--- config.mk ---
export PLATFORM = sky130hd
export DESIGN_NAME = snake_game_ctrl
export DESIGN_NICKNAME = d
export VERILOG_FILES = /design/src/rtl/snake_game_ctrl.sv
export SDC_FILE = /design/constraint.sdc
export NUM_CORES = 1
export LEC_CHECK = 0
export CAP_MARGIN = 20
export CORE_UTILIZATION = 55
export CTS_CLUSTER_DIAMETER = 60
export DETAILED_ROUTE_END_ITERATION = 8
export PLACE_DENSITY_LB_ADDON = 0.25
export SYNTH_ARGS = -nofsm -noshare
export SYNTH_HDL_FRONTEND = slang
export SYNTH_SLANG_ARGS = --single-unit
export TNS_END_PERCENT = 100
--- constraint.sdc ---
create_clock -name clk -period 5.3 [get_ports clk]
set_clock_uncertainty 0.2 [all_clocks]
set_input_delay 1.06 -clock clk [delete_from_list [all_inputs] [get_ports clk]]
set_output_delay 1.06 -clock clk [all_outputs]
set_load 0.02 [all_outputs]
--- src/rtl/snake_game_ctrl.sv ---
// snake_game_ctrl: game sequencer for the snake datapath.
// Paces the snake with a move tick and arbitrates the direction buttons into one
// heading per move. Places food with an LFSR and checks each move for walls,
// self-hits and eating. Flow: IDLE -> PLACE -> RUN -> (PLACE | OVER).
module snake_game_ctrl #(
    parameter int          TICK_DIV   = 30000000,
    parameter int          BOX_SIZE   = 5,
    parameter int          X_MAX      = 800,
    parameter int          Y_MAX      = 600,
    parameter int          MAX_LENGTH = 50,
    parameter logic [15:0] LFSR_SEED  = 16'hACE1
) (
    input  logic        clk,
    input  logic        reset,
    input  logic        restart,
    input  logic        right,
    input  logic        left,
    input  logic        down,
    input  logic        up,
    input  logic [10:0] head_x,
    input  logic [9:0]  head_y,
    input  logic        self_hit,
    input  logic [5:0]  snake_length,
    output logic [1:0]  dir,
    output logic        move_tick,
    output logic        grow,
    output logic [10:0] food_x,
    output logic [9:0]  food_y,
    output logic        game_over,
    output logic [7:0]  score,
    output logic [1:0]  state
);

    typedef enum logic [1:0] {
        ST_IDLE  = 2'd0,
        ST_PLACE = 2'd1,
        ST_RUN   = 2'd2,
        ST_OVER  = 2'd3
    } state_t;

    localparam int                CNT_W    = $clog2(TICK_DIV);
    localparam logic [CNT_W-1:0]  CNT_LAST = CNT_W'(TICK_DIV - 1);
    localparam logic [CNT_W-1:0]  CNT_ONE  = CNT_W'(1);
    localparam logic [15:0]       SEED     = (LFSR_SEED == 16'd0) ? 16'hACE1 : LFSR_SEED;
    localparam logic [10:0]       BOX_X    = 11'(BOX_SIZE);
    localparam logic [9:0]        BOX_Y    = 10'(BOX_SIZE);
    localparam logic [10:0]       X_LIM    = 11'(X_MAX);
    localparam logic [9:0]        Y_LIM    = 10'(Y_MAX);
    localparam logic [8:0]        X_CELLS  = 9'(X_MAX / BOX_SIZE);
    localparam logic [7:0]        Y_CELLS  = 8'(Y_MAX / BOX_SIZE);
    localparam logic [6:0]        MAX_LEN  = 7'(MAX_LENGTH);
    localparam logic [10:0]       FOOD_X0  = 11'd400;
    localparam logic [9:0]        FOOD_Y0  = 10'd300;

    state_t            state_reg, state_next;
    logic [CNT_W-1:0]  cnt_reg, cnt_next;
    logic              tick_pend_reg, tick_pend_next;
    logic [1:0]        pend_reg, pend_next;
    logic [1:0]        dir_reg, dir_next;
    logic              move_tick_reg, move_tick_next;
    logic              grow_reg, grow_next;
    logic              check_reg, check_next;
    logic [10:0]       food_x_reg, food_x_next;
    logic [9:0]        food_y_reg, food_y_next;
    logic [7:0]        score_reg, score_next;
    logic [15:0]       lfsr_reg, lfsr_next;

    // Buttons indexed by their direction code: r=0, u=1, d=2, l=3
    logic [3:0]  btn;
    logic [3:0]  btn_ok;
    assign btn = {left, down, up, right};

    // A press is usable only if it does not reverse the current heading
    generate
        for (genvar gi = 0; gi < 4; gi++) begin : g_btn
            localparam logic [1:0] CODE = 2'(gi);
            assign btn_ok[gi] = btn[gi] && (CODE != ~dir_reg);
        end
    endgenerate

    // Priority up > down > right > left among the presses offered
    function automatic logic [1:0] pick_dir(input logic [3:0] b);
        if (b[1])      return 2'd1;
        else if (b[2]) return 2'd2;
        else if (b[0]) return 2'd0;
        else           return 2'd3;
    endfunction

    logic [15:0] lfsr_step;
    logic [7:0]  xi;
    logic [6:0]  yi;
    logic [10:0] cand_x;
    logic [9:0]  cand_y;
    logic        cand_ok;
    logic        cnt_last;
    logic        wall;
    logic        eat;

    assign lfsr_step = {lfsr_reg[14:0], lfsr_reg[15] ^ lfsr_reg[13] ^ lfsr_reg[12] ^ lfsr_reg[10]};
    assign xi        = lfsr_reg[7:0];
    assign yi        = lfsr_reg[14:8];
    assign cand_x    = ({3'b000, xi} + 11'd1) * BOX_X;
    assign cand_y    = ({3'b000, yi} + 10'd1) * BOX_Y;
    assign cand_ok   = ({1'b0, xi} < X_CELLS) && ({1'b0, yi} < Y_CELLS) &&
                       ((cand_x != head_x) || (cand_y != head_y));
    assign cnt_last  = (cnt_reg == CNT_LAST);
    assign wall      = (head_x > X_LIM) || (head_x < BOX_X) || (head_y > Y_LIM) || (head_y < BOX_Y);
    assign eat       = (head_x == food_x_reg) && (head_y == food_y_reg);

    // Next-state logic: game flow, move pacing, food placement and move checking
    always_comb begin
        state_next     = state_reg;
        cnt_next       = cnt_reg;
        tick_pend_next = tick_pend_reg;
        pend_next      = pend_reg;
        dir_next       = dir_reg;
        move_tick_next = 1'b0;
        grow_next      = 1'b0;
        check_next     = move_tick_reg;
        food_x_next    = food_x_reg;
        food_y_next    = food_y_reg;
        score_next     = score_reg;
        lfsr_next      = lfsr_reg;

        if ((state_reg == ST_PLACE || state_reg == ST_RUN) && (|btn_ok))
            pend_next = pick_dir(btn_ok);

        case (state_reg)
            ST_IDLE: begin
                cnt_next       = '0;
                tick_pend_next = 1'b0;
                if (|btn) begin
                    pend_next  = pick_dir(btn);
                    state_next = ST_PLACE;
                end
            end
            ST_PLACE: begin
                lfsr_next = lfsr_step;
                cnt_next  = cnt_last ? '0 : cnt_reg + CNT_ONE;
                // A tick falling due here is remembered and issued on entry to RUN
                if (cnt_last)
                    tick_pend_next = 1'b1;
                if (cand_ok) begin
                    food_x_next = cand_x;
                    food_y_next = cand_y;
                    state_next  = ST_RUN;
                end
            end
            ST_RUN: begin
                cnt_next = cnt_last ? '0 : cnt_reg + CNT_ONE;
                if (cnt_last || tick_pend_reg) begin
                    move_tick_next = 1'b1;
                    dir_next       = pend_reg;
                    tick_pend_next = 1'b0;
                end
                // Head is valid the cycle after move_tick; collision beats eating
                if (check_reg) begin
                    if (wall || self_hit) begin
                        state_next = ST_OVER;
                    end else if (eat) begin
                        if (score_reg != 8'hFF)
                            score_next = score_reg + 8'd1;
                        grow_next  = ({1'b0, snake_length} < MAX_LEN);
                        state_next = ST_PLACE;
                    end
                end
            end
            ST_OVER: begin
                check_next = 1'b0;
            end
            default: begin
                state_next = ST_IDLE;
            end
        endcase

        // A new-game request clears everything except the LFSR
        if (restart) begin
            state_next     = ST_IDLE;
            cnt_next       = '0;
            tick_pend_next = 1'b0;
            pend_next      = 2'd0;
            dir_next       = 2'd0;
            move_tick_next = 1'b0;
            grow_next      = 1'b0;
            check_next     = 1'b0;
            food_x_next    = FOOD_X0;
            food_y_next    = FOOD_Y0;
            score_next     = 8'd0;
            lfsr_next      = lfsr_reg;
        end
    end

    // State and output registers; reset also reloads the LFSR seed
    always_ff @(posedge clk) begin
        if (reset) begin
            state_reg     <= ST_IDLE;
            cnt_reg       <= '0;
            tick_pend_reg <= 1'b0;
            pend_reg      <= 2'd0;
            dir_reg       <= 2'd0;
            move_tick_reg <= 1'b0;
            grow_reg      <= 1'b0;
            check_reg     <= 1'b0;
            food_x_reg    <= FOOD_X0;
            food_y_reg    <= FOOD_Y0;
            score_reg     <= 8'd0;
            lfsr_reg      <= SEED;
        end else begin
            state_reg     <= state_next;
            cnt_reg       <= cnt_next;
            tick_pend_reg <= tick_pend_next;
            pend_reg      <= pend_next;
            dir_reg       <= dir_next;
            move_tick_reg <= move_tick_next;
            grow_reg      <= grow_next;
            check_reg     <= check_next;
            food_x_reg    <= food_x_next;
            food_y_reg    <= food_y_next;
            score_reg     <= score_next;
            lfsr_reg      <= lfsr_next;
        end
    end

    assign dir       = dir_reg;
    assign move_tick = move_tick_reg;
    assign grow      = grow_reg;
    assign food_x    = food_x_reg;
    assign food_y    = food_y_reg;
    assign game_over = (state_reg == ST_OVER);
    assign score     = score_reg;
    assign state     = state_reg;

endmodule
After elaboration in Yosys (flattened, before gate mapping)
Index checks and enable logic that the tools add are counted.

Multiplexer cells: 21. Add/subtract/negate cells: 4. Multiply operators: 2. Equal/unequal tests: 18. Bitwise operators: 9. Order comparisons: 7. Reduce and logical (&&, ||, !) cells: 32.

Operators with widths (count): 25-bit one-hot mux with 2 select lines (1); 2-bit two-way mux (14); 25-bit by 1-bit adder with 25-bit output (second input constant) (1); 25-bit == test (second input constant) (1); 25-bit two-way mux (1); 11-bit == test (1); 11-bit by 10-bit > comparator with 1-bit output (second input constant) (1); 11-bit by 3-bit < comparator with 1-bit output (second input constant) (1); 9-bit by 3-bit multiplier with 11-bit output (second input constant) (1); 11-bit != test (1); 10-bit == test (1); 10-bit > comparator (second input constant) (1); 10-bit by 3-bit < comparator with 1-bit output (second input constant) (1); 8-bit by 3-bit multiplier with 10-bit output (second input constant) (1); 10-bit != test (1); 5-bit AND reduction (2); 8-bit by 1-bit adder with 9-bit output (second input constant) (1); 7-bit by 1-bit adder with 8-bit output (second input constant) (1); 8-bit by 1-bit adder with 8-bit output (second input constant) (1); 1-bit logical AND (8); 8-bit < comparator (second input constant) (1); 2-bit != test (second input constant) (4); 8-bit != test (second input constant) (1); 4-bit OR reduction (2); 23 further kinds (44).

Register bits after elaboration: 80.

Depth between registers and ports, before layout
Depth in word-level cells: 9. Gate-level depth with buffers: 15. Depth with buffers taken out: 13.

Worst setup path before layout
OpenSTA, ideal clock, no wires.

Path type: reg-to-reg. From: register lfsr_reg[0]. To: register food_y_reg[6], in the netlist food_y[6]. Cell stages (with the launch flop): 14. Period minus slack after synthesis: 3697 ps. Required time: 4977 ps. Path buffers: 1. Library setup time: 123 ps. Setup slack: 1603 ps. Arrival time: 3374 ps. Path through: dfxtp_1 ha_1 nand3_1 xnor2_1 ha_1 fa_1 a21o_1 a21oi_1 xnor3_1 a2111oi_4 nand4_2 o211a_4 buf_12 mux2i_1.

Cells in the longest elaborated chain, start to end: 6. Elaborated cells between the ends (all ways): 8. Classes of those cells: 1 x add/sub; 1 x mul; 1 x order compare; 1 x eq/ne; 4 x reduce/logical.

Ends and longest elaborated chain: start, declared (RTL line 66) `logic [15:0] lfsr_reg, lfsr_next;`; start signal, assigned (RTL line 220) `lfsr_reg <= lfsr_next;`; 8-bit by 1-bit adder with 9-bit output (RTL line 102) `assign cand_x = ({3'b000, xi} + 11'd1) * BOX_X;`; 9-bit by 3-bit multiplier with 11-bit output (RTL line 102); 11-bit != test (RTL line 105) `((cand_x != head_x) || (cand_y != head_y));`; 1-bit logical OR (RTL line 105); 1-bit logical AND * (RTL line 104) `assign cand_ok = ({1'b0, xi} < X_CELLS) && ({1'b0, yi} < Y_CELLS) &&`; 2-bit AND reduction (no line) *; end signal, assigned (RTL line 218) `food_y_reg <= food_y_next;`; end, declared (RTL line 64) `logic [9:0] food_y_reg, food_y_next;`.

Mark *: on every way between the ends. The rest lies on a longest branch, timed or not. A chain may end at the register's enable or synchronous reset.

Worst setup path after layout
From: register lfsr_reg[0]. To: register food_y_reg[4], in the netlist food_y[4].

Same word-level chain as after synthesis.

==> summary by stage <==
Logic synthesis
Counting every net in the synthesized netlist gives 710. For this run, the register share of the synthesized area comes to 0.295. The post-synthesis instance total is about 640.

By area the synthesized netlist is led by sky130_fd_sc_hd__dfxtp_1 (29%), sky130_fd_sc_hd__xnor2_1 (10%), sky130_fd_sc_hd__ha_1 (8.1%). The share of Yosys cell area claimed by the top area cell type is 0.295. Of the total synthesized cell area, the portion taken by AND, OR, NAND and NOR gates is 0.249. The leading register cell type out of synthesis is sky130_fd_sc_hd__dfxtp_1. Of the total synthesized cell area, the portion taken by XOR and XNOR cells is 0.159. The adder-cell share of the synthesized area is 0.0880. Dividing the synthesized area by the synthesized cell count gives around 8.5 um2. Of the post-synthesis cell area, the part taken by muxes is 0.0498.

The total number of yosys warnings is 0. The cell taking the most area after synthesis is sky130_fd_sc_hd__dfxtp_1. The post-synthesis compound-gate area fraction is 0.123. In this run the cell area of the synthesized design comes to roughly 5400 um2.

After synthesis the netlist holds a flip-flop and latch count of 80. The number of flops mapped to enable cells by yosys is 0. The proportion of synthesized flip-flops having asynchronous set or reset is 0.

In this run, distinct cell masters in the synthesized netlist total between 60 and 70. The dominant combinational cell family by area after synthesis is simple AND/OR/NAND/NOR gates.

Cells and area
The number of flip-flops in the largest register is 25. The final net count is roughly 770. The antenna cell count is 0.

The final core area utilization is 0.676. Of the cells placed in the final design, the portion with a size suffix greater than 1 is 0.0501. Compared with the post-synthesis result, the final layout area differs by 17.2%.

Clock network
The clock latency on the worst-skew pair is ~370 ps. The H-tree generated during clock tree synthesis spans 3 levels. The clock tree from TritonCTS is built. The clock-pin transition on the worst setup and hold timing paths is 80 ps.

The number of clock sinks is 80. The maximum number of buffers from clock root to sink is 2. The library cell used as clock root buffer is sky130_fd_sc_hd__clkbuf_8. The number of CTS-inserted buffers is 9. Buffers added to address setup during post-CTS repair amount to 0. The number of buffers added to fix hold violations after cts is 0. After clock tree synthesis, the repair step resized 0 gates.

Global routing
The initial antenna violation count is 0. The total track usage is 0.264. The number of global-route vias before repair is about 4,400. The first global-routing pass estimated 21,100 um of wire. The maximum number of pins on one net before global-route repair is 32. The final global-route overflow total is 0.

Setup path
The worst setup path is of the flop to flop kind. The worst setup path is launched from a flop. On the critical path the largest part of the delay comes from adder cells.

The endpoint kind of the worst setup timing path is a flop. Data on the critical path is required at its endpoint by 5330 ps. The signal on the critical path passes through ha_1 -> nand4_1 -> nor2_1 -> ha_1 -> ha_1 -> and3_1 -> a221oi_2 -> xnor3_1 -> a21oi_1 -> nand4_2 -> o211a_4 -> mux2i_1. The number of buffers and inverters on the critical path is 0. Among all stages on the critical path, the largest delay is contributed by sky130_fd_sc_hd__dfxtp_1. The cell type with the highest occurrence count on the critical path is sky130_fd_sc_hd__ha_1. Data on the critical path arrives at its endpoint at approximately 4300 ps. The peak fanout along the critical path is 21. On the worst path, the slowest cell contributes a delay of ~520 ps.

Floorplanning
The starting density of the core is 0.577. The die is between 100 and 150 um tall. The row count is 35. In this run the horizontal extent of the chip is slightly above 100 um. The core region is between 9000 and 10,000 um2.

The die area is 10,300 um2. approximately 70 I/O pins were placed.

Timing
Setup repair after global routing left no endpoint under its margin. The final count of pins violating max slew is 0. The worst slew margin relative to its limit is 0.311. On the final layout, the worst hold slack is just under 300 ps. Setup violations remaining at the end of the flow were counted as 0. The actual slew at the worst max-slew pin is between 1000 and 1500 ps. The worst path needs approximately 4300 ps of the cycle, external delays included. Of the available clock period, the critical path in the final layout requires 0.808. The final number of hold-violating endpoints is 0.

Based on the critical path, the design can be clocked at up to 234 MHz. Summed over all failing endpoints, the final setup total negative slack is 0 ps.

Power
Across the VDD grid, the largest voltage drop is 152 uV. In this run the power density over the cells is around 220 nW/um2. For this design the static power due to leakage is between 2 and 2.5 nW. The total power is 0.00139 W.

Flow run
The max-cap check violation count is 0.

Min path
The kind of path behind the tightest hold check is flop to flop.

Outcome
The run finished with clean final reports.

Placed design
Once detailed placement completed, the half-perimeter wirelength came to 9850 um. Port buffering added roughly 70 buffers. At the end of routability-driven placement, the weighted congestion stood at about 0.93.

Drt
The number of routed nets with antenna violations is 0. For this run, the detailed router's first-pass iteration total came to 5. In the routed design, unresolved DRC markers number 0. Dividing the detail-routed via count by the number of cells gives just under 6. The routed length per instance is between 15 and 20 um. The detailed-route via count is about 4,800. The routed wire length is approximately 13,000 um.

The number of DRC markers after the initial detailed-route iteration is ~240.
## path summary, 6_finish.rpt
path | from | endpoint | slack, ps | depth (start not counted)
min reg2reg | food_y[0] | food_y[0] | 300 | 2
max | lfsr_reg[0] | food_y[4] | 1020 | 12
min | food_y[0] | food_y[0] | 300 | 2
max reg2reg | lfsr_reg[0] | food_y[4] | 1020 | 12
## worst min-delay path, delay by kind of cell, from the launching register on
kind,cells,cell delay [ps]
mux,1,50
simple gates,1,60
flops,1,340
## synth_stat cells, types with 9 or more instances
cell / instances
sky130_fd_sc_hd__dfxtp_1: 80
sky130_fd_sc_hd__nor2_1: 75
sky130_fd_sc_hd__nand2_1: 72
sky130_fd_sc_hd__xnor2_1: 65
sky130_fd_sc_hd__ha_1: 35
sky130_fd_sc_hd__nand3_1: 31
sky130_fd_sc_hd__a21oi_1: 30
sky130_fd_sc_hd__mux2i_1: 27
sky130_fd_sc_hd__clkbuf_1: 21
sky130_fd_sc_hd__xor2_1: 21
sky130_fd_sc_hd__o21ai_0: 19
sky130_fd_sc_hd__nand4_1: 14
sky130_fd_sc_hd__inv_1: 13
sky130_fd_sc_hd__and3_1: 9
## layout make-up
class	instances	area, um2
clock buffers	10	138
clock inverters	6	72.6
fillers	770	3050
inverters	13	48.8
multi-input cells	519	3640
flip-flops and latches	80	1600
well taps	129	161
repair buffers	70	698
## power by group
group / switching (W) / internal, W / leakage [nW]
Combinational: 0.000154 / 0.000134 / 1.56
Clock: 0.000242 / 0.000236 / 0.104
Sequential: 0.0000132 / 0.000609 / 0.647
## cells in the final DEF, fill, tap and decap left out, types with 3 or more instances in the layout
cell                              netlist  routed
sky130_fd_sc_hd__clkbuf_8               0      10
sky130_fd_sc_hd__or4_1                  4       4
sky130_fd_sc_hd__or3_1                  8       8
sky130_fd_sc_hd__and4b_1                3       3
sky130_fd_sc_hd__nand3b_1               7       7
sky130_fd_sc_hd__a21oi_1               30      30
sky130_fd_sc_hd__clkdlybuf4s50_1        0      69
sky130_fd_sc_hd__nor4b_1                3       3
sky130_fd_sc_hd__nand2_1               72      72
sky130_fd_sc_hd__xnor3_1                5       5
sky130_fd_sc_hd__nand3_1               31      31
sky130_fd_sc_hd__nor4_1                 6       6
sky130_fd_sc_hd__dfxtp_1               80      80
sky130_fd_sc_hd__and3_1                 9       9
sky130_fd_sc_hd__a31oi_1                3       3
sky130_fd_sc_hd__mux2i_1               27      27
sky130_fd_sc_hd__o21bai_1               4       4
sky130_fd_sc_hd__xor2_1                21      21
sky130_fd_sc_hd__xnor2_1               65      65
sky130_fd_sc_hd__o2111ai_1              3       3
sky130_fd_sc_hd__inv_1                 13      13
sky130_fd_sc_hd__nand2b_1               4       4
sky130_fd_sc_hd__o21ai_0               19      19
sky130_fd_sc_hd__a21o_1                 5       5
sky130_fd_sc_hd__ha_1                  35      35
sky130_fd_sc_hd__inv_6                  0       3
sky130_fd_sc_hd__nor2b_1                5       5
sky130_fd_sc_hd__nor3_1                 8       8
sky130_fd_sc_hd__nor2_1                75      74
sky130_fd_sc_hd__and2_1                 4       4
sky130_fd_sc_hd__nand4_1               14      14
sky130_fd_sc_hd__or2_2                  4       4
sky130_fd_sc_hd__and4_1                 3       3
sky130_fd_sc_hd__a211oi_1               3       3
## metrics by stage
stage | instances | cell area, um2 | worst slack [ps]
2_1_floorplan | 638 | 5430 | 1600
3_3_place_gp | 811 | 6150 | 1150
3_5_place_dp | 811 | 6150 | 1080
4_1_cts | 827 | 6360 | 1040
5_1_grt | 827 | 6360 | 744
6_report | 827 | 6360 | 1020
## kinds of logic after synthesis
family                   Yosys count
AND/OR/NAND/NOR                  270
AO/OA/AOI/OAI                     94
XOR/XNOR                          91
flip-flops                        80
buffers and inverters             39
adder cells (fa/ha/maj)           37
multiplexers                      27
## layer usage
metal / global-route usage / vias up / part of all wire
met4: 0.0903 / 0 / 0.018
met3: 0.0552 / 21 / 0.064
li1: - / 2368 / -
met2: 0.419 / 158 / 0.45
met1: 0.356 / 2254 / 0.47
met5: 0 / - / 0
Note: power is estimated with default switching activity, not from simulation.
